==> src/rtl/stoch_layer_if.sv <==
`default_nettype none
// ============================================================================
// stoch_layer_if : binary-domain start/done bus of the sequenced SC layer
// Revision: 1.0
// ============================================================================
interface stoch_layer_if #(
   parameter int INPUT_SIZE   = 2,
   parameter int NEURON_COUNT = 2,
   parameter int BITS         = 8,
   parameter int CW           = 9
);
   logic                                 start;
   logic [INPUT_SIZE*BITS-1:0]           in_value;
   logic [NEURON_COUNT*INPUT_SIZE*BITS-1:0] weights;
   logic [NEURON_COUNT*BITS-1:0]         bias;
   logic                                 busy;
   logic                                 done;
   logic [NEURON_COUNT*CW-1:0]           out_value;

   modport master (
      output start, in_value, weights, bias,
      input  busy, done, out_value
   );

   modport slave (
      input  start, in_value, weights, bias,
      output busy, done, out_value
   );
endinterface
`default_nettype wire

==> src/rtl/stoch_layer_seq.sv <==
`default_nettype none
// ============================================================================
// stoch_layer_seq : sequenced stochastic-computing layer, binary in / counts out
// Optional stochastic-tanh output stage: define STOCH_LAYER_STANH_EN
// Revision: 1.0
// ============================================================================
module stoch_layer_seq #(
   parameter int INPUT_SIZE   = 2,
   parameter int NEURON_COUNT = 2,
   parameter int BITS         = 8,
   parameter int STREAM_LEN   = 256,
   parameter int SEED         = 0,
   parameter int STATES       = 8
) (
   input  logic         clk,
   input  logic         rst,
   stoch_layer_if.slave bus
);
   localparam int CW   = $clog2(STREAM_LEN + 1);
   localparam int SW   = $clog2(INPUT_SIZE + 1);
   localparam int NW   = NEURON_COUNT * INPUT_SIZE;
   localparam int NSNG = INPUT_SIZE + NW + NEURON_COUNT;

   if (BITS < 2 || BITS > 16 || STREAM_LEN < 1 || STATES < 2 || (STATES % 2) != 0) begin : g_bad_param
      $error("stoch_layer_seq: illegal parameter set");
   end

   // Maximal-length Fibonacci tap masks, bit (t-1) set for tap t
   function automatic logic [15:0] tap_mask(input int n);
      case (n)
         2:       return 16'h0003;
         3:       return 16'h0006;
         4:       return 16'h000C;
         5:       return 16'h0014;
         6:       return 16'h0030;
         7:       return 16'h0060;
         8:       return 16'h00B8;
         9:       return 16'h0110;
         10:      return 16'h0240;
         11:      return 16'h0500;
         12:      return 16'h0829;
         13:      return 16'h100D;
         14:      return 16'h2015;
         15:      return 16'h6000;
         16:      return 16'hD008;
         default: return 16'h0000;
      endcase
   endfunction

   localparam logic [15:0]     TAPS16 = tap_mask(BITS);
   localparam logic [BITS-1:0] TAPS   = TAPS16[BITS-1:0];

   function automatic logic [BITS-1:0] lfsr_step(input logic [BITS-1:0] v);
      return {v[BITS-2:0], ^(v & TAPS)};
   endfunction

   function automatic logic [BITS-1:0] seed_of(input int k);
      return BITS'(((SEED + k) % ((1 << BITS) - 1)) + 1);
   endfunction

   typedef enum logic [0:0] {IDLE = 1'b0, RUN = 1'b1} state_t;

   state_t                     state_q, state_d;
   logic [CW-1:0]              cyc_q, cyc_d;
   logic [SW-1:0]              sel_q, sel_d;
   logic [NSNG*BITS-1:0]       vals_q, vals_d;
   logic [BITS-1:0]            lfsr_q [NSNG];
   logic [BITS-1:0]            lfsr_d [NSNG];
   logic [CW-1:0]              cnt_q [NEURON_COUNT];
   logic [CW-1:0]              cnt_d [NEURON_COUNT];
   logic [NEURON_COUNT*CW-1:0] out_q, out_d;
   logic                       done_q, done_d;

   logic [NSNG-1:0]            sbit;
   logic [NEURON_COUNT-1:0]    mux_bit;
   logic [NEURON_COUNT-1:0]    nbit;

   // Latched values share one vector in SNG index order: inputs, weights, biases
   for (genvar k = 0; k < NSNG; k++) begin : g_sng
      assign sbit[k] = (vals_q[k*BITS +: BITS] > lfsr_q[k]);
   end

   for (genvar n = 0; n < NEURON_COUNT; n++) begin : g_neuron
      logic [INPUT_SIZE:0] term;
      for (genvar i = 0; i < INPUT_SIZE; i++) begin : g_prod
         assign term[i] = ~(sbit[i] ^ sbit[INPUT_SIZE + n*INPUT_SIZE + i]);
      end
      assign term[INPUT_SIZE] = sbit[INPUT_SIZE + NW + n];
      assign mux_bit[n]       = term[sel_q];
   end

`ifdef STOCH_LAYER_STANH_EN
   localparam int            SSW  = (STATES > 2) ? $clog2(STATES) : 1;
   localparam logic [SSW-1:0] HALF = SSW'(STATES / 2);
   localparam logic [SSW-1:0] TOP  = SSW'(STATES - 1);

   logic [SSW-1:0] fsm_q [NEURON_COUNT];
   logic [SSW-1:0] fsm_d [NEURON_COUNT];

   for (genvar n = 0; n < NEURON_COUNT; n++) begin : g_stanh
      assign nbit[n] = (fsm_q[n] >= HALF);
   end
`else
   assign nbit = mux_bit;
`endif

   always_comb begin
      state_d = state_q;
      cyc_d   = cyc_q;
      sel_d   = sel_q;
      vals_d  = vals_q;
      lfsr_d  = lfsr_q;
      cnt_d   = cnt_q;
      out_d   = out_q;
      done_d  = 1'b0;
`ifdef STOCH_LAYER_STANH_EN
      fsm_d   = fsm_q;
`endif
      case (state_q)
         IDLE: begin
            if (bus.start) begin
               state_d = RUN;
               vals_d  = {bus.bias, bus.weights, bus.in_value};
               cyc_d   = '0;
               sel_d   = '0;
               for (int k = 0; k < NSNG; k++) lfsr_d[k] = seed_of(k);
               for (int n = 0; n < NEURON_COUNT; n++) begin
                  cnt_d[n] = '0;
`ifdef STOCH_LAYER_STANH_EN
                  fsm_d[n] = HALF;
`endif
               end
            end
         end
         RUN: begin
            for (int k = 0; k < NSNG; k++) lfsr_d[k] = lfsr_step(lfsr_q[k]);
            sel_d = (sel_q == SW'(INPUT_SIZE)) ? '0 : sel_q + SW'(1);
            cyc_d = cyc_q + CW'(1);
            for (int n = 0; n < NEURON_COUNT; n++) begin
               cnt_d[n] = cnt_q[n] + CW'(nbit[n]);
`ifdef STOCH_LAYER_STANH_EN
               if (mux_bit[n] && fsm_q[n] != TOP)
                  fsm_d[n] = fsm_q[n] + SSW'(1);
               else if (!mux_bit[n] && fsm_q[n] != '0)
                  fsm_d[n] = fsm_q[n] - SSW'(1);
`endif
            end
            // Final cycle's bit is included in the published count
            if (cyc_q == CW'(STREAM_LEN - 1)) begin
               state_d = IDLE;
               done_d  = 1'b1;
               for (int n = 0; n < NEURON_COUNT; n++) out_d[n*CW +: CW] = cnt_d[n];
            end
         end
         default: state_d = IDLE;
      endcase
   end

   always_ff @(posedge clk) begin
      if (rst) begin
         state_q <= IDLE;
         cyc_q   <= '0;
         sel_q   <= '0;
         vals_q  <= '0;
         out_q   <= '0;
         done_q  <= 1'b0;
         for (int k = 0; k < NSNG; k++) lfsr_q[k] <= '0;
         for (int n = 0; n < NEURON_COUNT; n++) begin
            cnt_q[n] <= '0;
`ifdef STOCH_LAYER_STANH_EN
            fsm_q[n] <= '0;
`endif
         end
      end else begin
         state_q <= state_d;
         cyc_q   <= cyc_d;
         sel_q   <= sel_d;
         vals_q  <= vals_d;
         out_q   <= out_d;
         done_q  <= done_d;
         lfsr_q  <= lfsr_d;
         cnt_q   <= cnt_d;
`ifdef STOCH_LAYER_STANH_EN
         fsm_q   <= fsm_d;
`endif
      end
   end

   assign bus.busy      = (state_q == RUN);
   assign bus.done      = done_q;
   assign bus.out_value = out_q;

endmodule
`default_nettype wire

==> src/flat_wrapper.sv <==
// flat-port wrapper written by rule: the top's interface ports become plain ports
module stoch_layer_seq_flat 
#(
   parameter int INPUT_SIZE   = 2,
   parameter int NEURON_COUNT = 2,
   parameter int BITS         = 8,
   parameter int STREAM_LEN   = 256,
   parameter int SEED         = 0,
   parameter int STATES       = 8
)
  (clk, rst, bus_start, bus_in_value, bus_weights, bus_bias, bus_busy, bus_done, bus_out_value);
  stoch_layer_if #(.INPUT_SIZE(INPUT_SIZE), .NEURON_COUNT(NEURON_COUNT), .BITS(BITS), .CW(($clog2((256) + 1)))) bus_i ();
  input  logic clk;
  input  logic rst;
  input wire logic [$bits(bus_i.start)-1:0] bus_start;
  input wire logic [$bits(bus_i.in_value)-1:0] bus_in_value;
  input wire logic [$bits(bus_i.weights)-1:0] bus_weights;
  input wire logic [$bits(bus_i.bias)-1:0] bus_bias;
  output wire logic [$bits(bus_i.busy)-1:0] bus_busy;
  output wire logic [$bits(bus_i.done)-1:0] bus_done;
  output wire logic [$bits(bus_i.out_value)-1:0] bus_out_value;
  assign bus_i.start = bus_start;
  assign bus_i.in_value = bus_in_value;
  assign bus_i.weights = bus_weights;
  assign bus_i.bias = bus_bias;
  assign bus_busy = bus_i.busy;
  assign bus_done = bus_i.done;
  assign bus_out_value = bus_i.out_value;
  stoch_layer_seq #(.INPUT_SIZE(INPUT_SIZE), .NEURON_COUNT(NEURON_COUNT), .BITS(BITS), .STREAM_LEN(STREAM_LEN), .SEED(SEED), .STATES(STATES)) u_core (.clk(clk), .rst(rst), .bus(bus_i));
endmodule
==> config.mk <==
export PLATFORM = sky130hd
export DESIGN_NAME = stoch_layer_seq_flat
export DESIGN_NICKNAME = d
export VERILOG_FILES = /design/src/rtl/stoch_layer_if.sv /design/src/rtl/stoch_layer_seq.sv /design/src/flat_wrapper.sv
export SDC_FILE = /design/constraint.sdc
export NUM_CORES = 1
export LEC_CHECK = 0
export ABC_AREA = 0
export BUFFER_PORTS_ARGS = -buffer_cell sky130_fd_sc_hd__buf_2
export CAP_MARGIN = 25
export CORE_MARGIN = 2
export CORE_UTILIZATION = 47
export DETAILED_ROUTE_END_ITERATION = 7
export GPL_TIMING_DRIVEN = 0
export PLACE_DENSITY = 0.68
export SLEW_MARGIN = 20
export SYNTH_ARGS = -nofsm -noshare
export SYNTH_HDL_FRONTEND = slang
export SYNTH_SLANG_ARGS = --single-unit
==> constraint.sdc <==
create_clock -name clk -period 4.66 [get_ports clk]
set_input_delay 0 -clock clk [delete_from_list [all_inputs] [get_ports clk]]
set_output_delay 0 -clock clk [all_outputs]
set_load 0.01 [all_outputs]
# Word level (Yosys, flattened, before mapping)
# Cells that the tools add are included.
[word_totals]
ff_bits = 177
wordCells = 69
inputBits = 67
output_inout_bits = 20
[op_classes]
bitwise = 9
n_reduce_logical = 11
n_eq_ne = 3
n_addsub = 4
mux = 17
n_lt_le_gt_ge = 9
[ops]
columns = ["operator", "count"]
rows = [
  ["$pmux W64 S2", 1],
  ["$gt A8 B8 Y1", 8],
  ["$mux W64", 1],
  ["$reduce_xor A8 Y1", 8],
  ["$pmux W18 S2", 1],
  ["$add A9 B1 Y9", 2],
  ["$mux W18", 1],
  ["$pmux W9 S2", 1],
  ["$add A9 B1 Y9 const B", 1],
  ["$eq A9 B8 Y1 const B", 1],
  ["$mux W9", 1],
  ["$mux W1", 5],
  ["$not A1 Y1", 5],
  ["$bmux W1 S2", 2],
  ["$mux W2", 2],
  ["$pmux W2 S2", 1],
  ["$reduce_and A2 Y1", 2],
  ["$xor A1 B1 Y1", 4],
  ["$lt A2 B3 Y1 const B", 1],
  ["$add A2 B1 Y2 const B", 1],
  ["$eq A2 B2 Y1 const B", 1],
  ["$ne A2 B2 Y1 const B", 1],
  ["$pmux W1 S2", 1],
  ["$reduce_or A2 Y1", 1],
]

# Depth between registers and ports, before layout
[logic_depth]
word_depth = 7
mapped_depth = 17
ltp_nobuf = 17

# Least setup slack after synthesis
# No wires, ideal clock.
[synth_timing]
path_type = "flip-flop to flip-flop"
start = "reg u_core.lfsr_q[49] in the netlist's numbering"
end = "reg u_core.cnt_q[8] in the netlist's numbering"
stages_incl_launch_ff = 18
t_arrival_ns = 2.724
setup_slack_ns = 1.821
n_path_buf = 0
setup_time_ns = 0.115
synth_period_minus_slack_ns = 2.839
required_time_ns = 4.545
cell_sequence = "dfxtp_1 > inv_1 > ha_1 > nor2b_1 > o211ai_1 > a21oi_1 > o22ai_2 > xnor2_1 > nand3b_1 > nand3_1 > ha_1 > ha_1 > nand3_2 > nor2_2 > nand3_1 > xor2_1 > nor2_1 > o21ba_1"
[synth_between]
elab_chain_cells = 7
[synth_lines]
columns = ["element", "line_no", "source"]
rows = [
  ["start, declared", "stoch_layer_seq.sv:67", "logic [BITS-1:0] lfsr_q [NSNG];"],
  ["start signal, assigned", "stoch_layer_seq.sv:181", "lfsr_q <= lfsr_d;"],
  ["$gt A8 B8 Y1", "stoch_layer_seq.sv:80", "assign sbit[k] = (vals_q[k*BITS +: BITS] > lfsr_q[k]);"],
  ["$xor A1 B1 Y1", "stoch_layer_seq.sv:86", "assign term[i] = ~(sbit[i] ^ sbit[INPUT_SIZE + n*INPUT_SIZE + i]);"],
  ["$not A1 Y1", "stoch_layer_seq.sv:86", ""],
  ["$bmux W1 S2", "stoch_layer_seq.sv:89", "assign mux_bit[n] = term[sel_q];"],
  ["$mux W1 (implied by the code)", "stoch_layer_seq.sv:89", ""],
  ["$add A9 B1 Y9", "stoch_layer_seq.sv:140", "cnt_d[n] = cnt_q[n] + CW'(nbit[n]);"],
  ["$pmux W18 S2", "stoch_layer_seq.sv:119", "case (state_q)"],
  ["end signal, assigned", "stoch_layer_seq.sv:182", "cnt_q <= cnt_d;"],
  ["end, declared", "stoch_layer_seq.sv:69", "logic [CW-1:0] cnt_q [NEURON_COUNT];"],
]
# Every way passes these cells. The select of a mux whose other input is x is not followed.
# A chain may end at the register's enable or synchronous reset.

# Final worst setup path
[layout_timing]
start = "reg u_core.lfsr_q[25] in the netlist's numbering"
end = "reg u_core.cnt_q[8] in the netlist's numbering"
# The elaborated chain is that of the path after synthesis.

==> results.json <==
{
  "postSynthNetCount": 1194,
  "ff2ff_setup_slack_ns": 1.16,
  "total_standard_cell_area_after_synthesis_mm2": 0.00848,
  "power.switching_uw": 888,
  "finalSetupViolCount": 0,
  "post_layout_nonfiller_instances": 1464,
  "synth_flop_type": "sky130_fd_sc_hd__dfxtp_1",
  "layout.nets": 1362,
  "detailed_routing_iterations_pass_1": 5,
  "unrepaired_setup_endpoints_after_global_routing": "false",
  "crit_path_start_kind": "register",
  "clock_path_buffers": 2,
  "cells_along_the_critical_path": "inv_1, ha_1, nor2b_1, o211ai_1, a21oi_1, o31ai_1, xnor2_1, nand2_1, nand3_1, ha_1, ha_1, nand3_2, nor2_2, nand3_1, xor2_1, nor2_1, o21ba_1",
  "number_of_synthesized_flops_with_an_enable_pin": 0,
  "placementRows": 49,
  "fp.dieW_um": 138,
  "maxCapViolations": 0,
  "hold-worst-slack_ns": 0.150,
  "hold_viol": 0,
  "ys_seq_elements": 177,
  "antenna_diode_count": 0,
  "fin_util": 0.586,
  "cts_inserted_buffers": 17,
  "worstHoldEndpoint": "u_core.cnt_q[1]",
  "timing.critical_path.max_delay_family": "compound AO/OA/AOI/OAI gates",
  "syn2layout_area_growth_pct": 23.2,
  "worstHoldPathType": "in -> reg",
  "slowest_delay_ns": 0.47,
  "critPathKind": "reg -> reg",
  "outcome": "finished, final reports clean",
  "crit_start": "u_core.lfsr_q[25]",
  "rr_startpoint": "u_core.lfsr_q[25]",
  "final.period_utilization": 0.750,
  "finalCriticalPeriod_ns": 3.50,
  "route.antenna.remaining_nets": 0,
  "io_buffers": 85,
  "skew_pair_late_insertion_delay_ns": 0.43,
  "cpMostUsedCell": "sky130_fd_sc_hd__ha_1",
  "worstPathArrival_ns": 3.82,
  "finClkSkew_ns": 0.00530,
  "synth_top_area_share": 0.418,
  "gp_routability_congestion": 0.835,
  "detail_route.wl_per_cell_um": 14.7,
  "route.detailed.vias_per_inst": 5.24,
  "routed-via-count": 7669,
  "core_area_mm2": 0.0178,
  "grt_pass1_wl_mm": 35.5,
  "mostFrequentLayoutCell": "sky130_fd_sc_hd__dfxtp_1",
  "seq_power_share": 0.446,
  "critPathSlowestCell": "sky130_fd_sc_hd__o31ai_1",
  "clk_pin_slew_ns": 0.06,
  "most-common-layout-cells": "177 x sky130_fd_sc_hd__dfxtp_1, 157 x sky130_fd_sc_hd__a21oi_1, 150 x sky130_fd_sc_hd__nand2_1",
  "vdd.ir_drop.worst_v": 0.000286,
  "initial_utilization": 0.475,
  "power.share.combinational": 0.138,
  "cellInternalPower_uw": 2700,
  "timing.setup.tns_ns": 0,
  "power.clock.fraction": 0.416,
  "worst_pin_slew_ns": 0.881,
  "p_leak_uw": 0.00411,
  "cp_num_buf_inv": 1,
  "cp_max_fo": 5,
  "groute.usage.overall": 0.227,
  "worst_hold_path.num_cells": 5,
  "design.die.area_mm2": 0.0191,
  "total_wire_length_mm": 21.5,
  "top_level_ports": 87,
  "report.final.slew_viol_count": 0,
  "post-dp-hpwl_mm": 15.1,
  "remaining_drc_errors": 0,
  "synth_area_per_cell_um2": 8.03,
  "drt_iter0_drc": 569,
  "cts_sinks": 177,
  "cts.repair.resized": 0,
  "synthesis.instances": 1057,
  "net_switching_fraction_of_the_power": 0.248,
  "layout-drive-gt1-share": 0.130,
  "cts-root-buf": "sky130_fd_sc_hd__clkbuf_16",
  "htreeDepth": 4,
  "grt_pass1_vias": 7268,
  "clock.fmax_mhz": 286,
  "tritoncts": "yes",
  "filler_cell_count": 1614,
  "reg_to_reg_endpoint": "u_core.cnt_q[8]",
  "worst_slew_margin_rel": 0.413,
  "ys_top_cells_by_area": "sky130_fd_sc_hd__dfxtp_1 42%, sky130_fd_sc_hd__ha_1 10%, sky130_fd_sc_hd__a21oi_1 9.3%, sky130_fd_sc_hd__nand2_1 6.6%, sky130_fd_sc_hd__nor2_1 4.9%",
  "async_reset_ff_frac": 0,
  "grt_overflow_total": 0,
  "yosys_warnings": 0,
  "power.density_mw_per_mm2": 343,
  "synth_top_area_cell": "sky130_fd_sc_hd__dfxtp_1",
  "reg2reg_depth": 17,
  "required_ns": 4.98,
  "grt_start_max_net_pins": 17,
  "floorplan.die.height_um": 138,
  "post_placement_cell_count": 1371,
  "timing.hold.worst.start": "bus_start",
  "setup.worst_path.end_class": "register",
  "synth_seq_area_share": 0.418,
  "synth.distinct_cells": 41,
  "post_cts.repair.setup_buffers": 0,
  "initial_antenna_violation_count": 0
}
[worst reg2reg max path: cells and delay by family, from the launching register on]
family | cells | cell delay (ns)
DFF | 1 | 0.32
AOI/OAI and AO/OA | 4 | 0.91
and+or+nand+nor | 7 | 0.85
adders and majority gates | 3 | 0.77
xor gates and xnor gates | 2 | 0.45
buffers and inverters | 1 | 0.09
[cells in the mapped netlist, types with 16 or more instances]
cell type	number
sky130_fd_sc_hd__nand4_1	19
sky130_fd_sc_hd__a211oi_1	22
sky130_fd_sc_hd__ha_1	70
sky130_fd_sc_hd__a21oi_1	157
sky130_fd_sc_hd__o21ai_0	16
sky130_fd_sc_hd__buf_2	23
sky130_fd_sc_hd__xnor2_1	38
sky130_fd_sc_hd__nand2_1	150
sky130_fd_sc_hd__dfxtp_1	177
sky130_fd_sc_hd__nor3_1	66
sky130_fd_sc_hd__inv_1	65
sky130_fd_sc_hd__nor2_1	111
sky130_fd_sc_hd__clkbuf_1	31
[state kept, by name (all words and copies together) (netlist names)]
| name | cells |
|---|---|
| u_core.lfsr_q | 64 |
| u_core.sel_q | 2 |
| u_core.bus.done | 1 |
| u_core.bus.out_value | 18 |
| u_core.bus.busy | 1 |
| u_core.cyc_q | 9 |
| u_core.vals_q | 64 |
| u_core.cnt_q | 18 |
[power groups by stage]
stage               clock network (uW)  registers [uW]  logic (uW)
floorplan                            0            1620         315
global placement                     0            1630         441
detailed placement                   0            1630         450
CTS                               1510            1600         494
global route                      1580            1610         556
finish                            1490            1600         494
[stage by stage]
stage	setup WS [ns]	area, um2	power (uW)
final	1.16	10400	3590
after global routing	0.919	10400	3740
after CTS	1.14	10400	3600
after detailed placement	1.20	9200	2080
after global placement	1.22	9200	2070
after floorplan	1.82	8480	1940
[routing by layer]
metal / wire (um) / up-vias / global-route usage
met1: 10500 / 3540 / 0.310
met2: 9850 / 183 / 0.373
met4: 323 / 0 / 0.0553
met3: 875 / 25 / 0.0416
met5: 0 / - / 0
li1: - / 3921 / -
[layout make-up]
type	count	area [um2]	share of cell area
tap	229	287	0.0274
inverter	67	251	0.0241
timing repair buffer	149	1070	0.102
multi-input combinational	748	4400	0.421
clock inverter	5	100	0.00958
sequential	177	3540	0.339
clock buffer	24	512	0.0490
buffer	65	292	0.0279
[what timing repair did]
action | 4_1_cts | 5_1_grt
hold buffers | 64 | 0
endpoints found under the hold margin | 64 | 0
endpoints found under the setup margin | 0 | 0
[worst max path at each step]
| stage | end | slack, ns | depth (start not counted) |
|---|---|---|---|
| global placement | u_core.cnt_q[8] | 1.22 | 17 |
| global route | u_core.cnt_q[8] | 0.92 | 17 |
| detailed placement | u_core.cnt_q[8] | 1.20 | 17 |
| floorplan | u_core.cnt_q[8] | 1.82 | 17 |
| CTS | u_core.cnt_q[8] | 1.14 | 17 |
| finish | u_core.cnt_q[8] | 1.16 | 17 |
[logic make-up (layout without fill, tap and decap cells)]
| family | Yosys count | after routing | share of synthesized area |
|---|---|---|---|
| fa+ha+maj | 70 | 70 | 0.103 |
| compound gates | 232 | 232 | 0.156 |
| xor+xnor | 47 | 47 | 0.0485 |
| flops | 177 | 177 | 0.418 |
| simple gates | 399 | 399 | 0.211 |
| buf+inv | 132 | 310 | 0.0640 |
Note: power is estimated with default switching activity, not from simulation.
